**src/rtl/t30_stack_node.sv**
```systemverilog
// rtl/t30_stack_node.sv - LIFO stack-memory mesh node with round-robin push/pop arbitration
// Grants are registered into one-cycle in_ack/out_ready pulses; a port sits out the cycle after its pulse.
module t30_stack_node #(
  parameter int DATA_WIDTH = 11,
  parameter int DEPTH      = 15,
  parameter int NUM_PORTS  = 4,
  parameter int CNT_W      = $clog2(DEPTH + 1)
) (
  input  logic                            clk,
  input  logic                            reset,
  input  logic                            flush,
  input  logic [NUM_PORTS*DATA_WIDTH-1:0] in_data,
  input  logic [NUM_PORTS-1:0]            in_ready,
  output logic [NUM_PORTS-1:0]            in_ack,
  input  logic [NUM_PORTS-1:0]            out_req,
  output logic [NUM_PORTS*DATA_WIDTH-1:0] out_data,
  output logic [NUM_PORTS-1:0]            out_ready,
  output logic [CNT_W-1:0]                count,
  output logic                            full,
  output logic                            empty
);
  localparam int PW = (NUM_PORTS > 1) ? $clog2(NUM_PORTS) : 1;

  logic [DATA_WIDTH-1:0]           mem_q [DEPTH];
  logic [CNT_W-1:0]                count_q, count_d, top_idx;
  logic [PW-1:0]                   push_ptr_q, pop_ptr_q;
  logic [NUM_PORTS-1:0]            in_ack_q, out_ready_q;
  logic [NUM_PORTS*DATA_WIDTH-1:0] out_data_q;
  logic [NUM_PORTS-1:0]            push_elig, pop_elig;
  logic                            push_found, pop_found, push_go, pop_go;
  logic [PW-1:0]                   push_sel, pop_sel;
  logic [DATA_WIDTH-1:0]           push_word;

  function automatic logic [PW-1:0] next_ptr(input logic [PW-1:0] sel);
    return PW'((int'(sel) + 1) % NUM_PORTS);
  endfunction

  assign push_elig = in_ready & ~in_ack_q;
  assign pop_elig  = out_req & ~out_ready_q;
  assign full      = (count_q == CNT_W'(DEPTH));
  assign empty     = (count_q == '0);
  assign top_idx   = count_q - CNT_W'(1);
  assign push_word = in_data[push_sel*DATA_WIDTH +: DATA_WIDTH];

  always_comb begin
    push_found = 1'b0;
    push_sel   = '0;
    pop_found  = 1'b0;
    pop_sel    = '0;
    for (int i = 0; i < NUM_PORTS; i++) begin
      if (!push_found && push_elig[(int'(push_ptr_q) + i) % NUM_PORTS]) begin
        push_found = 1'b1;
        push_sel   = PW'((int'(push_ptr_q) + i) % NUM_PORTS);
      end
      if (!pop_found && pop_elig[(int'(pop_ptr_q) + i) % NUM_PORTS]) begin
        pop_found = 1'b1;
        pop_sel   = PW'((int'(pop_ptr_q) + i) % NUM_PORTS);
      end
    end
  end

  // A pop in the same cycle frees the top slot, so a push is allowed even when full.
  assign pop_go  = pop_found && !flush && !empty;
  assign push_go = push_found && !flush && (!full || pop_go);

  always_comb begin
    count_d = count_q;
    if (flush)                count_d = '0;
    else if (push_go && !pop_go) count_d = count_q + CNT_W'(1);
    else if (pop_go && !push_go) count_d = count_q - CNT_W'(1);
  end

  always_ff @(posedge clk) begin
    if (push_go) mem_q[pop_go ? top_idx : count_q] <= push_word;
  end

  always_ff @(posedge clk or negedge reset) begin
    if (!reset) begin
      count_q     <= '0;
      push_ptr_q  <= '0;
      pop_ptr_q   <= '0;
      in_ack_q    <= '0;
      out_ready_q <= '0;
      out_data_q  <= '0;
    end else begin
      count_q     <= count_d;
      in_ack_q    <= '0;
      out_ready_q <= '0;
      if (pop_go) begin
        out_ready_q[pop_sel]                             <= 1'b1;
        out_data_q[pop_sel*DATA_WIDTH +: DATA_WIDTH]     <= mem_q[top_idx];
        pop_ptr_q                                        <= next_ptr(pop_sel);
      end
      if (push_go) begin
        in_ack_q[push_sel] <= 1'b1;
        push_ptr_q         <= next_ptr(push_sel);
      end
    end
  end

  assign in_ack    = in_ack_q;
  assign out_ready = out_ready_q;
  assign out_data  = out_data_q;
  assign count     = count_q;
endmodule
```
**config.mk**
```make
export PLATFORM = sky130hd
export DESIGN_NAME = t30_stack_node
export DESIGN_NICKNAME = d
export VERILOG_FILES = /design/src/rtl/t30_stack_node.sv
export SDC_FILE = /design/constraint.sdc
export NUM_CORES = 1
export LEC_CHECK = 0
export BUFFER_PORTS_ARGS = -buffer_cell sky130_fd_sc_hd__buf_2
export CORE_MARGIN = 2
export CORE_UTILIZATION = 60
export CTS_BUF_LIST = sky130_fd_sc_hd__clkbuf_2
export CTS_CLUSTER_SIZE = 10
export DETAILED_ROUTE_END_ITERATION = 6
export PLACE_DENSITY = 0.82
export SETUP_SLACK_MARGIN = 0.02
export SYNTH_ARGS = -nofsm -noshare
export SYNTH_HDL_FRONTEND = slang
export SYNTH_SLANG_ARGS = --single-unit
```
**constraint.sdc**
```tcl
create_clock -name clk -period 3.8 [get_ports clk]
set_input_delay 0.76 -clock clk [delete_from_list [all_inputs] [get_ports clk]]
set_output_delay 0.76 -clock clk [all_outputs]
set_load 0.01 [all_outputs]
```
Word level (Yosys, flattened, before mapping)
Memory sizes are Yosys's and may differ from the RTL's.
Cells that the tools add are included.
{ "totals": {"reg_bits": 60, "mem_bits_rw": 165, "in_bits": 55, "output_inout_bits": 58, "elab_cells": 131, "mem_count": 1} }
{ "op_classes": {"add_sub_neg": 11, "multipliers": 2, "order_cmp": 12, "eq_ne": 1, "shifts": 3, "mux": 51, "n_bitwise": 10, "n_reduce_logical": 34} }
{ "mem_list": {"columns": ["memory", "words", "word_bits", "rd", "rd_ports_with_merged_regs", "wr", "line", "text"], "rows": [
  ["mem_q", 15, 11, 1, 0, 1, "24", "logic [DATA_WIDTH-1:0] mem_q [DEPTH];"]
]} }
{ "ops": {"columns": ["op", "n"], "rows": [
  ["bitwise mux 44 bit", 1],
  ["variable shift 11 x 34 -> 44 bit, first input constant", 1],
  ["indexed part select 11 x 34 -> 44 bit", 1],
  ["indexed part select 44 x 7 -> 11 bit", 1],
  ["negator 6 -> 34 bit", 1],
  ["two-way mux 1 bit", 26],
  ["< comparator 3 x 4 -> 1 bit, second input constant", 6],
  ["two-way mux 4 bit", 6],
  ["binary-select mux 1 bit (select 2 bit)", 8],
  ["two-way mux 2 bit", 8],
  ["logical AND 1 bit", 14],
  ["< comparator 2 x 3 -> 1 bit, second input constant", 4],
  ["multiplier 2 x 4 -> 6 bit, second input constant", 2],
  ["OR reduction 2 bit", 6],
  ["logical NOT 1 bit", 11],
  ["adder 2 x 1 -> 2 bit, second input constant", 4],
  ["adder 2 bit, second input constant", 4],
  ["AND 4 bit", 2],
  ["NOT 4 bit", 2],
  ["AND 1 bit, first input constant", 6],
  ["adder 4 x 1 -> 4 bit, second input constant", 1],
  ["demux 1 bit (select 2 bit)", 2],
  ["equality test 4 bit, second input constant", 1],
  [">= comparator 2 x 1 -> 1 bit, second input constant", 2],
  ["other kinds (4)", 4]
]} }

Depth between registers and ports, before layout
Gate-level depths: netlist of the first run.
{ "depth": {"ltp_word": 23, "depth_mapped": 13, "depth_no_buf": 10} }

Worst setup path after synthesis of the first run
Ideal clock, no wire load.
{ "synth_timing": {"kind": "reg-to-reg", "startpoint": "register count_q[0] (netlist: count[0])", "endpoint": "memory mem_q[11][0] (enable)", "setup_ns": 0.378, "arrival_time_ns": 2.775, "required_ns": 3.422, "setup_slack_ns": 0.647, "stages_incl_launch_ff": 12, "n_path_buf": 4, "period_less_slack_ns": 3.153, "cell_sequence": "dfrtp_1 -> buf_2 -> buf_2 -> buf_2 -> inv_1 -> ha_1 -> buf_2 -> nand3_2 -> nand2_1 -> o32ai_1 -> nand2_1 -> nor2_1"} }
{ "synth_via": {"elab_chain_len": 7, "word_cells_on_any_way": 11, "classes_between": "1 x add/sub; 1 x eq/ne; 3 x mux; 6 x reduce/logical"} }
{ "synth_rtl": {"columns": ["element", "line", "text"], "rows": [
  ["start, declared", "25", "logic [CNT_W-1:0] count_q, count_d, top_idx;"],
  ["start signal, assigned", "86", "count_q <= count_d;"],
  ["logical NOT 4 bit", "41", "assign empty = (count_q == '0);"],
  ["logical NOT 1 bit", "63", "assign pop_go = pop_found && !flush && !empty;"],
  ["logical AND 1 bit", "63", null],
  ["logical OR 1 bit", "64", "assign push_go = push_found && !flush && (!full || pop_go);"],
  ["logical AND 1 bit", "64", null],
  ["two-way mux 1 bit (2 in series)", "74", "if (push_go) mem_q[pop_go ? top_idx : count_q] <= push_word;"],
  ["end, declared", "24", null]
]} }
Several ways; a longest one is shown, not always the timed one.

Worst setup path in the final report of the first run
{ "layout_timing": {"startpoint": "register count_q[0] (netlist: count[0])", "endpoint": "output port full"} }
{ "layout_via": {"elab_chain_len": 1} }
{ "layout_rtl": {"columns": ["element", "line", "text"], "rows": [
  ["equality test 4 bit", "40", "assign full = (count_q == CNT_W'(DEPTH));"],
  ["end, declared", "19", "output logic full,"]
]} }
No other way between the ends.

==> results of run 1 <==
==> area by class of cell <==
class	count	share of cell area
clock buffer	77	0.0355
clock inverter	21	0.00726
inverter	16	0.00553
multi-input combinational	313	0.257
sequential	225	0.595
tap	211	0.0243
timing repair buffer	147	0.0761
==> cell families after synthesis <==
| group | after synthesis | synth area share |
|---|---|---|
| buffers and inverters | 46 | 0.0208 |
| adders and majority gates | 11 | 0.0146 |
| muxes | 78 | 0.127 |
| and+or+nand+nor | 104 | 0.0551 |
| DFF | 225 | 0.685 |
| AOI/OAI and AO/OA | 116 | 0.0926 |
| xor gates and xnor gates | 4 | 0.00531 |
==> how the worst max path moves through the flow <==
stage,start,cells after the start,end
after CTS,count[0],4,full
after global placement,count[0],8,mem_q[1][5]
final,count[0],4,full
after detailed placement,count[1],8,out_data[9]
after global routing,count[0],4,full
after floorplan,count[0],11,mem_q[11][0]
==> power breakdown <==
part           switching [mW]  leakage [nW]  internal, mW
Combinational            2.46          1.82          1.49
Sequential              0.194          2.30          3.33
Clock                   0.899         0.355         0.545
Total                    3.55          4.48          5.36
==> synthesized netlist by cell type, types with 3 or more instances <==
cell type  instances
nand4_1            3
a22oi_1           22
a21oi_1           16
nand3_1            4
mux2i_1           44
nand2b_1           8
o21ai_0           10
dfrtp_1           60
nand2_1           24
o21ai_1            3
ha_1              11
nor3_1             5
and4_1             3
clkbuf_1          16
a31oi_1            3
nor2_1            35
and2_1             7
nor2b_1            8
buf_2             13
edfxtp_1         165
mux4_2            33
a211oi_1           4
a22o_1            44
inv_1             14
==> stage by stage <==
step	cell area [sq um]	util	hold slack, ns	power, mW
3_5_place_dp	10400	0.681	0.489	7.49
2_1_floorplan	9430	-	0.464	6.13
6_report	10900	0.712	0.203	8.91
5_1_grt	10900	0.712	0.214	9.41
3_3_place_gp	10400	0.681	0.485	7.31
4_1_cts	10900	0.712	0.157	8.93
==> routing by layer <==
metal	share of wire	routed length (um)	vias up
met3	0.078	1620	41
met5	0	0	-
met1	0.40	8390	2994
met2	0.50	10300	317
met4	0.021	428	0
li1	-	-	2686
==> flip-flops by register name, summed over array words and instances, names as in the netlist <==
register and cells:
count 4, push_ptr_q 2, out_ready 4, out_data 44, mem_q 165, in_ack 4, pop_ptr_q 2
==> flow_metrics.tcl, run 1 <==
set metrics [dict create \
    cts_root_buf "clkbuf_2" \
    final_common_cell "edfxtp_1" \
    rr_worst_depth 8 \
    r2r_slack_ns 0.67 \
    clk_pin_slew_worst_paths_ns 0.08 \
    period_share 0.883 \
    status "finished clean" \
    rsz0062_at_grt "no" \
    io_buffers 112 \
    async_flop_share 0.267 \
    multi_input_area_sq_um 2790 \
    grt_start_max_net_pins 55 \
    finalSetupTns_ns 0 \
    die_h_um 129 \
    cp-start-kind "flop" \
    synth_warnings 0 \
    cts_resized 0 \
    htreeDepth 2 \
    cts_setup_buffers 0 \
    cts_buffer_depth 3 \
    n_antenna_cell 0 \
    nets 823 \
    cellLeakagePower_nw 4.48 \
    hp-class "in2reg" \
    drive_gt1_frac 0.333 \
    worst_r2r_endpoint "out_data[25]" \
    wirelength_mm 20.8 \
    slew_viol_final 0 \
    initialDrtViolationCount 482 \
    ys_seq_area_frac 0.685 \
    p_per_area_nw_per_um2 821 \
    crit_slowest_cell "buf_4" \
    drt-vias-per-instance 5.98 \
    max-vdd-ir-drop_v 0.000600 \
    antenna_found_initial 0 \
    clock-skew-final_ns 0.0485 \
    layout_min_cycle_time_ns 3.36 \
    met1_usage 0.339 \
    crit_chain "buf_4, ha_1, and3_1, buf_2" \
    hold_end "count[0]" \
    wl_per_cell_um 20.5 \
    num_vias 6038 \
    io-pin-count 113 \
    place_inst 911 \
    r2r_start "count[1]" \
    dp_slack_ns 0.722 \
    cap_violations 0 \
    synthCells 584 \
    dp_hpwl_mm 14.0 \
    start_util 0.618 \
    grt_busiest_layer "met2" \
    syn_area_per_cell_sq_um 16.1 \
    worstHoldPathCells 2 \
    fillCellCount 982 \
    yosysTopAreaCellShare 0.526 \
    critPathArrivalTime_ns 2.60 \
    core_sq_um 15300 \
    grtUsageMet2 0.435 \
    dieArea_sq_um 16700 \
    syn2layout_area_growth_pct 15.2 \
    numCtsBuffers 54 \
    layout_common_cells "edfxtp_1 (165), buf_2 (112), clkbuf_2 (77)" \
    gp_congestion 0.813 \
    syn_nets 650 \
    setup_viol 0 \
    grt_usage 0.257 \
    first_pass_iters 5 \
    worstMarginPinSlew_ns 0.982 \
    dieWidth_um 129 \
    grt_util_met3 0.0541 \
    ant_nets 0 \
    clock.fmax_ghz 0.298 \
    cts.sinks 225 \
    synth_edf_count 165 \
    yosys.area.top_type "edfxtp_1" \
    worst-setup-path-type "reg2out" \
    cp_data_required_time_ns 3.04 \
    drc_errors 0 \
    ctsHoldBuffers 1 \
    setup_ws_ns 0.444 \
    timing.slew.headroom 0.345 \
    cp_num_buf_inv 2 \
    layout.cells.non_filler 1010 \
    slowest_delay_ns 0.73 \
    rows 45 \
    overflow 0 \
    synth_area_sq_um 9430 \
    cp-end-kind "output pin" \
    grt_pass1_wl_mm 32.4 \
    crit_family "buffers and inverters" \
    grt_pass1_vias 6196 \
    path_max_fanout 54 \
    hp-start "flush" \
    synth_flop_cell "edfxtp_1" \
    seq_area_sq_um 6460 \
    finalHoldViolations 0 \
    synth_cell_types 48 \
    clk_latency_ns 0.80 \
    cts_tree "done" \
    ys_seq_elements 225 \
    synth_area_leaders "edfxtp_1 (53%), dfrtp_1 (16%), mux4_2 (7.9%)" \
]
No activity file was read; power rests on OpenSTA's default activity.
==> run 2: changes to the inputs <==
--- a/config.mk
+++ b/config.mk
@@ -5,9 +5,10 @@
 export SDC_FILE = /design/constraint.sdc
 export NUM_CORES = 1
 export LEC_CHECK = 0
+export ABC_AREA = 1
 export BUFFER_PORTS_ARGS = -buffer_cell sky130_fd_sc_hd__buf_2
 export CORE_MARGIN = 2
-export CORE_UTILIZATION = 60
+export CORE_UTILIZATION = 61
 export CTS_BUF_LIST = sky130_fd_sc_hd__clkbuf_2
 export CTS_CLUSTER_SIZE = 10
 export DETAILED_ROUTE_END_ITERATION = 6
==> run 2 against run 1 <==
  * Die area grew 9.3%
  * Critical path depth increased by 12
  * Final cell count grew 48%
  * First-iteration DRC count is 34% higher
  * Fmax increased by 1.4%
  * Synthesized area is 11% higher
  * Hold slack got worse by 0.13 ns
  * Clock skew increased by 0.0098 ns
  * Via count is 33% higher
  * Worst setup slack better by 0.046 ns
  * Utilization decreased by 1.8 points
  * Synthesized cell count rose by 89%
==> flow_metrics.tcl, run 2 <==
set metrics [dict create \
    overflow 0 \
    slew_viol_final 0 \
    cts.sinks 225 \
    period_share 0.871 \
    nets 1293 \
    largest_register_ffs 165 \
    syn_area_per_cell_sq_um 9.50 \
    syn_nets 1172 \
    synthCells 1106 \
    ys_seq_elements 225 \
    dp_hpwl_mm 15.5 \
    gp_congestion 0.885 \
    crit_top_cell "nand2_1" \
    synth_warnings 0 \
    synth_area_sq_um 10500 \
    rsz0062_at_grt "no" \
    ctsHoldBuffers 0 \
    initialDrtViolationCount 648 \
    crit_family "simple AND/OR/NAND/NOR gates" \
    critPathArrivalTime_ns 4.03 \
    grt_usage 0.264 \
    antenna_found_initial 1 \
    die_h_um 135 \
    worstMarginPinSlew_ns 1.08 \
    clock-skew-final_ns 0.0582 \
    cts_resized 0 \
    clk_pin_slew_worst_paths_ns 0.11 \
    hp-class "in2async" \
    timing.slew.headroom 0.279 \
    cts_root_buf "clkbuf_2" \
    yosys.area.top_type "edfxtp_1" \
    drive_gt1_frac 0.197 \
    synth_compound_area_frac 0.0600 \
    crit_chain "inv_6, nand2_1, nand2_1, nand3_1, nand2_2, and2_4, nand2_1, nand2_1, nand2_1, nand3_4, buf_4, ha_1, inv_1, nor2_1, nand3_1, o21ai_0" \
    core_sq_um 16700 \
    drc_errors 0 \
    crit_slowest_cell "nor2_1" \
    synth_mux_area_frac 0 \
    synth_top_family_by_area "simple AND/OR/NAND/NOR gates" \
    finalSetupTns_ns 0 \
    dieWidth_um 135 \
    grt_pass1_vias 7579 \
    synth_common_cells "nand2_1 (459), edfxtp_1 (165), nand3_1 (102)" \
    slowest_delay_ns 0.58 \
    yosysTopAreaCellShare 0.472 \
    worst-setup-path-type "reg2reg" \
    cp_num_buf_inv 3 \
    layout.cells.non_filler 1492 \
    async_flop_share 0.267 \
    synth_cell_types 37 \
    first_pass_iters 5 \
    cts_buffer_depth 3 \
    status "finished clean" \
    ys_seq_area_frac 0.615 \
    dieArea_sq_um 18300 \
    cts_tree "done" \
    io_buffers 112 \
    num_vias 8060 \
    place_inst 1392 \
    synthSimpleGateAreaFrac 0.255 \
    largest-register "mem_q" \
    synth_most_common_cell "nand2_1" \
    cap_violations 0 \
    final_common_cell "nand2_1" \
    clock.fmax_ghz 0.302 \
    numCtsBuffers 53 \
    layout_min_cycle_time_ns 3.31 \
    io-pin-count 113 \
    drt-vias-per-instance 5.40 \
    syn2layout_area_growth_pct 10.3 \
    layout_common_cells "nand2_1 (459), edfxtp_1 (165), buf_2 (112)" \
    synth_area_leaders "edfxtp_1 (47%), nand2_1 (16%), dfrtp_1 (14%)" \
    fillCellCount 1264 \
    synth_adder_area_share 0.0131 \
    cp-end-kind "flop" \
    r2r_slack_ns 0.49 \
    cp-start-kind "flop" \
    ant_nets 0 \
    start_util 0.629 \
    grt_pass1_wl_mm 37.5 \
    rows 47 \
    finalHoldViolations 0 \
    htreeDepth 2 \
    cts_setup_buffers 0 \
    grt_start_max_net_pins 81 \
    path_max_fanout 28 \
    synth_xor_area_frac 0.00631 \
    cp_data_required_time_ns 4.52 \
    setup_viol 0 \
    clk_latency_ns 0.81 \
    wl_per_cell_um 15.9 \
    synth_edf_count 165 \
    synth_flop_cell "edfxtp_1" \
    wirelength_mm 23.7 \
]
-- run 2: path summary, 6_finish.rpt --
kind / cells after the start / startpoint / to
max: 16 / pop_ptr_q[0] / out_data[4]
min: 1 / reset / out_data[39]
max reg2reg: 16 / pop_ptr_q[0] / out_data[4]
min reg2reg: 2 / out_data[39] / out_data[39]
max in group asynchronous: 2 / reset / pop_ptr_q[1]
min in group clk: 4 / flush / count[0]
-- run 2: area by class of cell --
class	count	area, sq um	area share
inverters	56	220	0.0190
clock buffers	78	390	0.0337
diodes	1	2.50	0.000216
clock inverters	21	85.1	0.00735
well taps	220	275	0.0238
multi-input cells	769	3520	0.304
repair buffers	122	636	0.0549
flip-flops and latches	225	6460	0.557
-- run 2: layer usage --
metal  global-route usage  vias to the layer above  routed length [um]
li1                     -                     3940                   -
met1                0.361                     3682                9670
met2                0.422                      386               11200
met3               0.0501                       52                2260
met4                0.108                        0                 623
met5                    0                        -                   0
-- run 2: metrics by stage --
stage	util	setup WS, ns	hold slack, ns	area [sq um]
after floorplan	-	0.882	0.464	10500
after global placement	0.665	0.443	0.458	11100
after detailed placement	0.665	0.344	0.461	11100
after CTS	0.693	0.526	0.0409	11600
after global routing	0.694	0.155	0.0617	11600
final	0.694	0.490	0.0705	11600
-- run 2: cells by family after synthesis --
| logic type | count (synthesis) |
|---|---|
| AO/OA/AOI/OAI | 115 |
| XOR/XNOR | 5 |
| adder cells (fa/ha/maj) | 11 |
| buffers and inverters | 112 |
| flip-flops | 225 |
| AND/OR/NAND/NOR | 638 |
Power of run 2 is not shown: default switching activity piles up to over one toggle a cycle in this logic, so the estimate is an artifact.
==> run 3: changes to the inputs <==
--- a/config.mk
+++ b/config.mk
@@ -8,11 +8,11 @@
 export ABC_AREA = 1
 export BUFFER_PORTS_ARGS = -buffer_cell sky130_fd_sc_hd__buf_2
 export CORE_MARGIN = 2
-export CORE_UTILIZATION = 61
+export CORE_UTILIZATION = 55
 export CTS_BUF_LIST = sky130_fd_sc_hd__clkbuf_2
 export CTS_CLUSTER_SIZE = 10
 export DETAILED_ROUTE_END_ITERATION = 6
-export PLACE_DENSITY = 0.82
+export PLACE_DENSITY = 0.78
 export SETUP_SLACK_MARGIN = 0.02
 export SYNTH_ARGS = -nofsm -noshare
 export SYNTH_HDL_FRONTEND = slang
==> constraint.sdc (replaced) <==
create_clock -name clk -period 2.8 [get_ports clk]
set_input_delay 0.56 -clock clk [delete_from_list [all_inputs] [get_ports clk]]
set_output_delay 0.56 -clock clk [all_outputs]
set_load 0.01 [all_outputs]
==> run 3 against run 2 <==
  * Utilization is 4.3 points lower
  * Design area grew 5.0%
  * Routed wire length rose by 3.4%
  * Sequential share of layout area fell by 2.7 points
==> flow_metrics.tcl, run 3 (synthesis results as in run 2) <==
set metrics [dict create \
    dieWidth_um 142 \
    worstMarginPinSlew_ns 0.678 \
    cap_violations 0 \
    finalHoldViolations 0 \
    cts.sinks 225 \
    final_common_cell "nand2_1" \
    slew_viol_final 0 \
    worst-setup-path-type "reg2reg" \
    final_cell_area_sq_um 12200 \
    clk_latency_ns 0.86 \
    num_vias 8340 \
    rr_worst_depth 11 \
    r2r_start "pop_ptr_q[0]" \
    cp-end-kind "flop" \
    initialDrtViolationCount 659 \
    numCtsBuffers 55 \
    io_buffers 112 \
    syn2layout_area_growth_pct 15.8 \
    hp-start "flush" \
    r2r_slack_ns 0.01 \
    clock.fmax_ghz 0.359 \
    grt_usage 0.245 \
    cts_buffer_depth 3 \
    largest_register_ffs 165 \
    rows 50 \
    antenna_found_initial 1 \
    drc_errors 0 \
    dp_hpwl_mm 16.5 \
    rsz0062_at_grt "yes" \
    cp_data_required_time_ns 3.25 \
    overflow 0 \
    die_h_um 142 \
    wl_per_cell_um 15.7 \
    timing.slew.headroom 0.548 \
    ant_nets 0 \
    wirelength_mm 24.6 \
    grt_pass1_vias 7758 \
    finalSetupTns_ns 0 \
    cp-start-kind "flop" \
    drive_gt1_frac 0.248 \
    grt_start_max_net_pins 81 \
    post_dp_cell_area_sq_um 11500 \
    gp_congestion 0.897 \
    layout_common_cells "nand2_1 (449), edfxtp_1 (165), buf_2 (112)" \
    worstHoldPathCells 4 \
    start_util 0.562 \
    setup_viol 0 \
    cts_tree "done" \
    fillCellCount 1446 \
    hp-class "in2reg" \
    io-pin-count 113 \
    first_pass_iters 6 \
    largest-register "mem_q" \
    critPathArrivalTime_ns 3.23 \
    cts_root_buf "clkbuf_2" \
    path_max_fanout 12 \
    core_sq_um 18700 \
    clk_pin_slew_worst_paths_ns 0.10 \
    nets 1348 \
    period_share 0.995 \
    hold_end "count[0]" \
    drt-vias-per-instance 5.34 \
    clock-skew-final_ns 0.0745 \
    layout_min_cycle_time_ns 2.79 \
    htreeDepth 2 \
    dieArea_sq_um 20200 \
    worst_r2r_endpoint "mem_q[12][3]" \
    status "finished clean" \
    grt_pass1_wl_mm 38.9 \
]
==> run 3: timing repair <==
action                                  in CTS  in global routing
hold buffers                                 1                  0
endpoints found under the setup margin      97                295
pin swaps                                    0                  1
gates cloned                                 0                  0
resized for setup                           11                 27
endpoints found under the hold margin       28                  0
buffers inserted                             0                  3
==> run 3: cell type report <==
cell class	instances	area (sq um)	share of cell area
antenna	1	2.50	0.000206
inverter	56	223	0.0183
clock buffer	74	370	0.0304
tap	234	293	0.0241
multi-input combinational	769	3630	0.298
sequential	225	6460	0.531
clock inverter	27	119	0.00977
timing repair buffer	175	1070	0.0881
==> run 3: how the worst max path moves through the flow <==
stage / cells past startpoint / startpoint / end
2_1_floorplan: 12 / count[0] / mem_q[13][0]
3_3_place_gp: 10 / out_req[3] / mem_q[12][7]
3_5_place_dp: 10 / out_req[2] / mem_q[3][3]
4_1_cts: 11 / pop_ptr_q[0] / mem_q[13][6]
5_1_grt: 11 / pop_ptr_q[0] / mem_q[12][4]
6_report: 11 / pop_ptr_q[0] / mem_q[12][3]
==> run 3: through the flow <==
stage	setup slack (ns)	util	std cells	hold WS [ns]
final	0.0147	0.650	1561	0.148
after CTS	-0.142	0.644	1557	0.0984
after detailed placement	-0.175	0.616	1455	0.461
after floorplan	-0.118	-	1106	0.264
after global routing	-0.144	0.650	1561	0.150
after global placement	-0.0931	0.616	1455	0.459
==> run 3: layer usage <==
layer / wire, um / global-route usage
met5: 0 / 0
met4: 366 / 0.0774
met3: 1810 / 0.0515
met2: 12100 / 0.405
met1: 10300 / 0.326
==> run 3: critical path, cell delays in order (launching register included) <==
cell     delay (ns)
dfrtp_2        0.49
inv_6          0.11
nand2_1        0.05
nand2_1        0.11
nand3_1        0.10
nand2_1        0.12
nand4_4        0.15
nand2_4        0.19
nand2_1        0.07
o21ai_1        0.18
nand3_1        0.25
nor2_2         0.55
Power of run 3 is left out for the same reason.
